## config.mk

```make
export PLATFORM = sky130hd
export DESIGN_NAME = stream_rr_arbiter
export DESIGN_NICKNAME = d
export VERILOG_FILES = /design/src/rtl/stream_pkg.sv /design/src/rtl/rr_pick.sv /design/src/rtl/stream_rr_arbiter.sv
export SDC_FILE = /design/constraint.sdc
export NUM_CORES = 1
export LEC_CHECK = 0
export CORE_AREA = 2 2 131 133
export CTS_BUF_LIST = sky130_fd_sc_hd__clkbuf_4 sky130_fd_sc_hd__clkbuf_8
export CTS_CLUSTER_SIZE = 10
export DETAILED_ROUTE_END_ITERATION = 7
export DIE_AREA = 0 0 133 135
export GPL_TIMING_DRIVEN = 0
export PLACE_DENSITY_LB_ADDON = 0.05
export REMOVE_ABC_BUFFERS = 1
export SLEW_MARGIN = 20
export SYNTH_ARGS = -nofsm -noshare
export SYNTH_HDL_FRONTEND = slang
export SYNTH_HIERARCHICAL = 1
export SYNTH_SLANG_ARGS = --single-unit
export TNS_END_PERCENT = 50
```

## constraint.sdc

```tcl
create_clock -name clk -period 8.2 [get_ports clk]
set_clock_uncertainty 0.2 [all_clocks]
set_input_delay 2.46 -clock clk [delete_from_list [all_inputs] [get_ports clk]]
set_output_delay 2.46 -clock clk [all_outputs]
set_load 0.005 [all_outputs]
```

## src/rtl/stream_pkg.sv

```systemverilog
// Shared types and helpers for the stream arbitration blocks.
package stream_pkg;

  typedef enum logic {
    ARB    = 1'b0,
    LOCKED = 1'b1
  } arb_state_e;

  // Index width that stays legal when only one or two entries exist.
  function automatic int unsigned clog2_min1(input int unsigned n);
    return (n <= 2) ? 1 : $clog2(n);
  endfunction

endpackage

```

## src/rtl/rr_pick.sv

```systemverilog
// Combinational circular-priority picker: first set bit of req at or after ptr.
module rr_pick #(
  parameter int unsigned NumReq  = 4,
  parameter int unsigned IdWidth = 2
) (
  input  logic [NumReq-1:0]  req,
  input  logic [IdWidth-1:0] ptr,
  output logic               grant_vld,
  output logic [IdWidth-1:0] grant_id
);

  logic [IdWidth-1:0] idx;

  always_comb begin
    grant_vld = 1'b0;
    grant_id  = '0;
    idx       = '0;
    for (int unsigned i = 0; i < NumReq; i++) begin
      idx = IdWidth'((32'(ptr) + i) % NumReq);
      if (!grant_vld && req[idx]) begin
        grant_vld = 1'b1;
        grant_id  = idx;
      end
    end
  end

endmodule

```

## src/rtl/stream_rr_arbiter.sv

```systemverilog
// Packet-aware round-robin arbiter feeding one registered valid/ready stream;
// the requester ID travels with every beat.
module stream_rr_arbiter
  import stream_pkg::*;
#(
  parameter int unsigned NumReq    = 4,
  parameter int unsigned WordWidth = 64,
  parameter int unsigned IdWidth   = clog2_min1(NumReq)
) (
  input  logic                        clk,
  input  logic                        rstn,
  input  logic [NumReq-1:0]           req_vld_i,
  input  logic [NumReq*WordWidth-1:0] req_payload_i,
  input  logic [NumReq-1:0]           req_last_i,
  output logic [NumReq-1:0]           req_rdy_o,
  output logic                        deq_vld_o,
  output logic [WordWidth-1:0]        deq_payload_o,
  output logic                        deq_last_o,
  output logic [IdWidth-1:0]          deq_id_o,
  input  logic                        deq_rdy_i,
  input  logic                        flush_i
);

  arb_state_e         state_q, state_d;
  logic [IdWidth-1:0] rr_ptr_q, rr_ptr_d;
  logic [IdWidth-1:0] lock_id_q, lock_id_d;

  logic               pick_vld;
  logic [IdWidth-1:0] pick_id;
  logic               grant_vld;
  logic [IdWidth-1:0] grant_id;
  logic               accept_en;
  logic               beat_acc;
  logic               beat_last;

  logic [WordWidth-1:0] payload_arr [NumReq];

  for (genvar i = 0; i < NumReq; i++) begin : g_unpack
    assign payload_arr[i] = req_payload_i[i*WordWidth +: WordWidth];
  end

  function automatic logic [IdWidth-1:0] inc_wrap(input logic [IdWidth-1:0] v);
    return (32'(v) == NumReq - 1) ? '0 : v + IdWidth'(1);
  endfunction

  rr_pick #(
    .NumReq  (NumReq),
    .IdWidth (IdWidth)
  ) u_pick (
    .req       (req_vld_i),
    .ptr       (rr_ptr_q),
    .grant_vld (pick_vld),
    .grant_id  (pick_id)
  );

  assign accept_en = (~deq_vld_o | deq_rdy_i) & ~flush_i;

  // State register
  always_ff @(posedge clk or negedge rstn) begin
    if (!rstn) begin
      state_q   <= ARB;
      rr_ptr_q  <= '0;
      lock_id_q <= '0;
    end else begin
      state_q   <= state_d;
      rr_ptr_q  <= rr_ptr_d;
      lock_id_q <= lock_id_d;
    end
  end

  // Grant selection and ready fan-out; a locked packet owns the stream even when idle
  always_comb begin
    grant_vld = pick_vld;
    grant_id  = pick_id;
    req_rdy_o = '0;
    if (state_q == LOCKED) begin
      grant_vld = 1'b1;
      grant_id  = lock_id_q;
    end
    if (grant_vld && accept_en) begin
      req_rdy_o[grant_id] = 1'b1;
    end
    beat_acc  = grant_vld & accept_en & req_vld_i[grant_id];
    beat_last = req_last_i[grant_id];
  end

  // Next-state logic
  always_comb begin
    state_d   = state_q;
    rr_ptr_d  = rr_ptr_q;
    lock_id_d = lock_id_q;
    if (flush_i) begin
      state_d  = ARB;
      rr_ptr_d = '0;
    end else if (beat_acc) begin
      unique case (state_q)
        ARB: begin
          if (beat_last) begin
            rr_ptr_d = inc_wrap(grant_id);
          end else begin
            state_d   = LOCKED;
            lock_id_d = grant_id;
          end
        end
        LOCKED: begin
          if (beat_last) begin
            state_d  = ARB;
            rr_ptr_d = inc_wrap(lock_id_q);
          end
        end
        default: state_d = ARB;
      endcase
    end
  end

  // Output beat register; flush wins over accept and drain
  always_ff @(posedge clk or negedge rstn) begin
    if (!rstn) begin
      deq_vld_o     <= 1'b0;
      deq_payload_o <= '0;
      deq_last_o    <= 1'b0;
      deq_id_o      <= '0;
    end else if (flush_i) begin
      deq_vld_o <= 1'b0;
    end else if (beat_acc) begin
      deq_vld_o     <= 1'b1;
      deq_payload_o <= payload_arr[grant_id];
      deq_last_o    <= beat_last;
      deq_id_o      <= grant_id;
    end else if (deq_rdy_i) begin
      deq_vld_o <= 1'b0;
    end
  end

endmodule

```

==> results.cfg, run 1 <==
[grt]
grt_pass1_vias = 5784
grt_first_pass_wirelength_mm = 29.73
track_usage_pct = 20.95
grt_max_degree = 104
grt.overflow.total = 0
antenna_found_initial = 1

[yosys]
ys.flop_type = dfrtp_1
avgSynthCellArea_sq_um = 7.856
yosysSeqAreaShare_pct = 36.17
syn_area_sq_mm = 0.005051
yosysWarnings = 6
synthDistinctLibCells = 32
synthCells = 643
synthTopCellsByArea = dfrtp_1, nand2_1, mux2_1
netlist.area_leader.share_pct = 36.17
ys_ff_latch = 73
yosys.area.top_type = dfrtp_1
synth_edf_count = 0
yosys-top-cells-count = nand2_1, dfrtp_1, mux2_1
async_flop_share_pct = 100.0
synthMostInstantiatedCell = nand2_1

[detailed_routing]
post_drt_wl_per_cell_um = 16.87
num_vias = 5751
route.detailed.drc = 0
drt-initial-drc-count = 221
avgViaCountPerCell = 4.899
dr.pass1.iters = 4
ant_nets = 0
wl_mm = 19.81

[power]
power_density_mw_per_mm2 = 284.5
clockPowerShare_pct = 9.5
intPower_mw = 1.520
ir_drop_uv = 119.7
switchingPower_mw = 1.004
p_sw_share_pct = 39.77
power_leakage_nw = 3.860
combPwrFrac_pct = 64.8
seqPwrFrac_pct = 25.7

[setup_path]
worstPathMaxFanout = 52
crit_arrival_ns = 5.36
crit_path_end_kind = output port
start_kind = input port
crit_type = input port to output port
required_ns = 5.54

[die]
die_y_um = 135
rows = 47
pin_count = 340
die_area_sq_mm = 0.01796
fp.dieW_um = 133
core_sq_mm = 0.01641
initial_core_util_pct = 30.79

[hold_path]
hold_class = flop to flop

[clock_tree]
postCtsSetupBuffers = 0
ctsHoldBuffers = 0
cts_buffer_depth = 2
cts_buffers = 9
cts.sinks = 73
cts_root_buf = clkbuf_8
clock_latency_ns = 0.35
cts_tree = yes
clk_pin_slew_worst_paths_ns = 0.07
htree_levels = 3

[sta]
final.min_clock_period_ns = 8.018
slew_viol_final = 0
post-route-period-util_pct = 97.78
holdWs_ns = 0.2851
max_freq_mhz = 124.7
rsz0062_at_grt = no
slew_headroom_pct = 52.33
hold_viol = 0
setup_viol = 0
max_slew.worst_pin.slew_ns = 0.7001

[placed_design]
numPortBuffers = 339
dp_hpwl_mm = 14.22
gp_congestion = 0.8095
post_dp_cell_area_sq_mm = 0.008682

[run]
maxCapViolCount = 0

[cells_and_area]
stdcell_area_sq_mm = 0.008874
multiInputGateArea_sq_mm = 0.002962
area_growth_syn_to_layout_pct = 75.68
fin_nets = 1223
register_area_sq_mm = 0.001827
n_fill_cell = 1462
utilization_pct = 54.08
drive_gt1_share_pct = 3.358

[outcome]
status = finished, final reports clean
## flip-flops by register name, summed over array words and instances (netlist names)
signal	flops
deq_id_o	2
deq_last_o	1
deq_payload_o	64
lock_id_q	2
rr_ptr_q	2
deq_vld_o	1
state_q	1
## stage by stage
stage	instances	total power, mW	setup TNS (ns)	setup WS, ns
2_1_floorplan	592	1.426	-70.35	-1.343
3_3_place_gp	1151	2.212	-467.72	-6.293
3_5_place_dp	1158	2.285	-1.172	-0.5701
4_1_cts	1172	2.543	0	0.1052
5_1_grt	1174	2.727	0	0.06980
6_report	1174	2.524	0	0.1822
## layout by cell type, fill, tap and decap left out, types with 7 or more instances in the layout
master           Yosys  layout
clkbuf_8             0       9
and3_1              64      64
dfrtp_1             73      73
nor2_1               7       7
inv_1                7       7
a31oi_1             65      65
mux2_1              66      66
clkdlybuf4s50_1      0     338
buf_16               0       7
a21oi_1             11       9
nand2_1            259     259
## cell families (layout without fill, tap and decap cells)
kind of cell	after synthesis	in the layout	synth area share (%)
adder cells (fa/ha/maj)	5	5	1.239
AO/OA/AOI/OAI	86	86	10.78
buffers and inverters	61	371	5.945
flip-flops	73	73	36.17
other	0	1	0
multiplexers	74	74	16.32
AND/OR/NAND/NOR	344	344	29.55
## critical path, stage by stage
cell	delay, ns
clkdlybuf4s50_1	0.59
a21oi_1	0.10
o21ai_0	0.23
a21oi_2	0.16
mux2_8	0.44
buf_16	0.23
inv_6	0.27
ha_1	0.19
and2_1	0.11
clkdlybuf4s50_1	0.50
## power by group through the flow
stage	Combinational [mW]	Sequential, mW	Clock [mW]
after CTS	1.65	0.650	0.248
after global placement	1.57	0.640	0
after detailed placement	1.63	0.653	0
after floorplan	0.769	0.656	0
after global routing	1.79	0.674	0.266
final	1.64	0.649	0.239
## path summary, 6_finish.rpt
path	slack [ns]	endpoint	cells after the start	start
max	0.18	req_rdy_o[0]	10	req_vld_i[0]
min in group asynchronous	1.78	deq_payload_o[5]$_DFFE_PN0P_	1	rstn
min	0.29	deq_payload_o[15]$_DFFE_PN0P_	1	deq_payload_o[15]$_DFFE_PN0P_
max in group asynchronous	5.46	deq_id_o[1]$_DFFE_PN0P_	2	rstn
min reg2reg	0.29	deq_payload_o[15]$_DFFE_PN0P_	1	deq_payload_o[15]$_DFFE_PN0P_
max reg2reg	4.55	deq_payload_o[54]$_DFFE_PN0P_	9	rr_ptr_q[0]$_DFFE_PN0P_
## repair_timing
action | 4_1_cts | 5_1_grt
endpoints found under the hold margin | 0 | 0
cloned | 0 | 1
setup endpoints to repair | 3 | 3
resized for setup | 5 | 1
## area by class of cell
type                    instances  area share [%]
well taps                     220           3.102
clock inverters                 5          0.2820
diodes                          1         0.02820
clock buffers                   9           1.396
repair buffers                347           40.67
flip-flops and latches         73           20.59
multi-input cells             509           33.38
inverters                      10          0.5640
## metal layers
layer	part of all wire, %	global-route usage [%]
met3	7.8	6.006
met2	51	38.17
met4	3.2	8.781
met1	38	22.81
met5	0	0
Note: power is estimated with default switching activity, not from simulation.
==> run 2, diff against run 1 <==
--- a/config.mk
+++ b/config.mk
@@ -5,6 +5,7 @@
 export SDC_FILE = /design/constraint.sdc
 export NUM_CORES = 1
 export LEC_CHECK = 0
+export CAP_MARGIN = 20
 export CORE_AREA = 2 2 131 133
 export CTS_BUF_LIST = sky130_fd_sc_hd__clkbuf_4 sky130_fd_sc_hd__clkbuf_8
 export CTS_CLUSTER_SIZE = 10
==> results of run 2 <==
Same layout as run 1: the final DEF is identical, and so are final timing and power.
==> run 3, diff against run 2 <==
--- a/config.mk
+++ b/config.mk
@@ -6,11 +6,11 @@
 export NUM_CORES = 1
 export LEC_CHECK = 0
 export CAP_MARGIN = 20
-export CORE_AREA = 2 2 131 133
+export CORE_MARGIN = 8
+export CORE_UTILIZATION = 35
 export CTS_BUF_LIST = sky130_fd_sc_hd__clkbuf_4 sky130_fd_sc_hd__clkbuf_8
 export CTS_CLUSTER_SIZE = 10
 export DETAILED_ROUTE_END_ITERATION = 7
-export DIE_AREA = 0 0 133 135
 export GPL_TIMING_DRIVEN = 0
 export PLACE_DENSITY_LB_ADDON = 0.05
 export REMOVE_ABC_BUFFERS = 1
==> results.cfg, run 3 (synthesis gave the netlist of run 1 again) <==
[cells_and_area]
utilization_pct = 61.94
final_common_cell = clkdlybuf4s50_1
area_growth_syn_to_layout_pct = 75.53
largest-register = deq_payload_o
final_cell_mix = clkdlybuf4s50_1, nand2_1, dfrtp_1
antenna_cells = 0
fin_nets = 1224
n_fill_cell = 1260
drive_gt1_share_pct = 3.560
largest_reg_flops = 64

[run]
maxCapViolCount = 0

[clock_tree]
cts_buffer_depth = 2
clk_pin_slew_worst_paths_ns = 0.07
cts_tree = yes
cts_buffers = 9
cts_root_buf = clkbuf_8
clock_latency_ns = 0.34
htree_levels = 3
cts.sinks = 73

[grt]
grt_pass1_vias = 5991
grt_first_pass_wirelength_mm = 30.48
grt_max_degree = 88
antenna_found_initial = 0
grt.overflow.total = 0
track_usage_pct = 20.83

[sta]
rsz0062_at_grt = yes
final.min_clock_period_ns = 8.114
max_freq_mhz = 123.2
slew_headroom_pct = 58.15
max_slew.worst_pin.slew_ns = 0.6278
post-route-period-util_pct = 98.95
setup_viol = 0
slew_viol_final = 0
timing.final.ws_setup_ns = 0.08634
hold_viol = 0

[power]
p_sw_share_pct = 39.47
intPower_mw = 1.563
seqPwrFrac_pct = 25.3
clockPowerShare_pct = 11.3
switchingPower_mw = 1.019
power_leakage_nw = 3.860
power_density_mw_per_mm2 = 291.3
combPwrFrac_pct = 63.4
ir_drop_uv = 149.8

[detailed_routing]
num_vias = 5848
dr.pass1.iters = 4
route.detailed.drc = 0
drt-initial-drc-count = 270
ant_nets = 0
wl_mm = 21.02
post_drt_wl_per_cell_um = 18.45
avgViaCountPerCell = 5.134

[setup_path]
rr_endpoint = deq_payload_o[25]$_DFFE_PN0P_
slowest_delay_ns = 0.57
cpLargestDelayFamily = buffers and inverters
cp_cell_sequence = clkdlybuf4s50_1, a21oi_1, o21ai_0, a21oi_2, mux2_8, inv_8, buf_16, ha_1, and2_1, clkdlybuf4s50_1
worstPathMaxFanout = 87
crit_arrival_ns = 5.45
cpMaxStageDelayCell = clkdlybuf4s50_1
reg2reg_from = rr_ptr_q[0]$_DFFE_PN0P_
start_kind = input port
crit_path_end_kind = output port
required_ns = 5.54
crit_type = input port to output port
ff2ff_setup_slack_ns = 4.53
r2r.worst_path.cells = 11
cpMostUsedCell = clkdlybuf4s50_1
critPathBufInv = 4

[die]
die_y_um = 136.1
rows = 44
core_sq_mm = 0.01431
die_area_sq_mm = 0.01853
initial_core_util_pct = 35.29
fp.dieW_um = 136.1
pin_count = 340

[placed_design]
place_ws_ns = -0.8722
numPortBuffers = 339
dp_hpwl_mm = 15.88
gp_congestion = 0.7862

[hold_path]
holdPathEnd = deq_payload_o[45]$_DFFE_PN0P_
min-delay-start = deq_payload_o[45]$_DFFE_PN0P_
hold_class = flop to flop
whs_path_depth = 1

[outcome]
status = finished, final reports clean
-- run 3: layout make-up --
cell class | instances | area, sq um | share of cell area, %
flip-flops and latches | 73 | 1827 | 20.60
multi-input cells | 510 | 2984 | 33.66
clock buffers | 11 | 151.4 | 1.708
repair buffers | 347 | 3563 | 40.19
clock inverters | 4 | 52.55 | 0.5927
inverters | 10 | 57.56 | 0.6492
well taps | 184 | 230.2 | 2.597
-- run 3: repair_timing --
| action | CTS | global route |
|---|---|---|
| cloned | 0 | 1 |
| setup buffers | 0 | 1 |
| resized for setup | 6 | 2 |
| endpoints found under the setup margin | 3 | 3 |
| pin swaps | 0 | 0 |
| hold buffers | 0 | 0 |
-- run 3: how the worst max path moves through the flow --
stage                 startpoint      endpoint  slack (ns)  cells after the start
floorplan           req_vld_i[2]  req_rdy_o[1]       -1.34                      7
global placement    req_vld_i[0]  req_rdy_o[1]       -5.90                      9
detailed placement  req_vld_i[1]  req_rdy_o[3]       -0.87                     11
CTS                 req_vld_i[1]  req_rdy_o[3]        0.01                     11
global route        req_vld_i[0]  req_rdy_o[0]       -0.09                     10
finish              req_vld_i[0]  req_rdy_o[1]        0.09                     10
-- run 3: through the flow --
stage	setup TNS, ns	hold WS, ns	area, sq um	total power, mW	std cells
after floorplan	-70.35	0.2830	4788	1.426	592
after global placement	-438.26	0.2669	8412	2.214	1115
after detailed placement	-1.757	0.2737	8610	2.290	1122
after CTS	0	0.2916	8832	2.604	1137
after global routing	-0.1305	0.3025	8866	2.777	1139
final	0	0.2850	8866	2.583	1139
-- run 3: metal layers --
| metal | track usage (%) | vias up | share of wire, % |
|---|---|---|---|
| li1 | - | 2808 | - |
| met1 | 20.56 | 2787 | 37 |
| met2 | 39.69 | 223 | 53 |
| met3 | 7.243 | 30 | 7.5 |
| met4 | 6.528 | 0 | 2.6 |
| met5 | 0 | - | 0 |
-- run 3: power groups by stage --
stage               Sequential (mW)  Clock [mW]  Combinational [mW]
finish                        0.654       0.292                1.64
global route                  0.681       0.316                1.78
CTS                           0.652       0.301                1.65
detailed placement            0.656           0                1.63
global placement              0.641           0                1.57
floorplan                     0.656           0               0.769
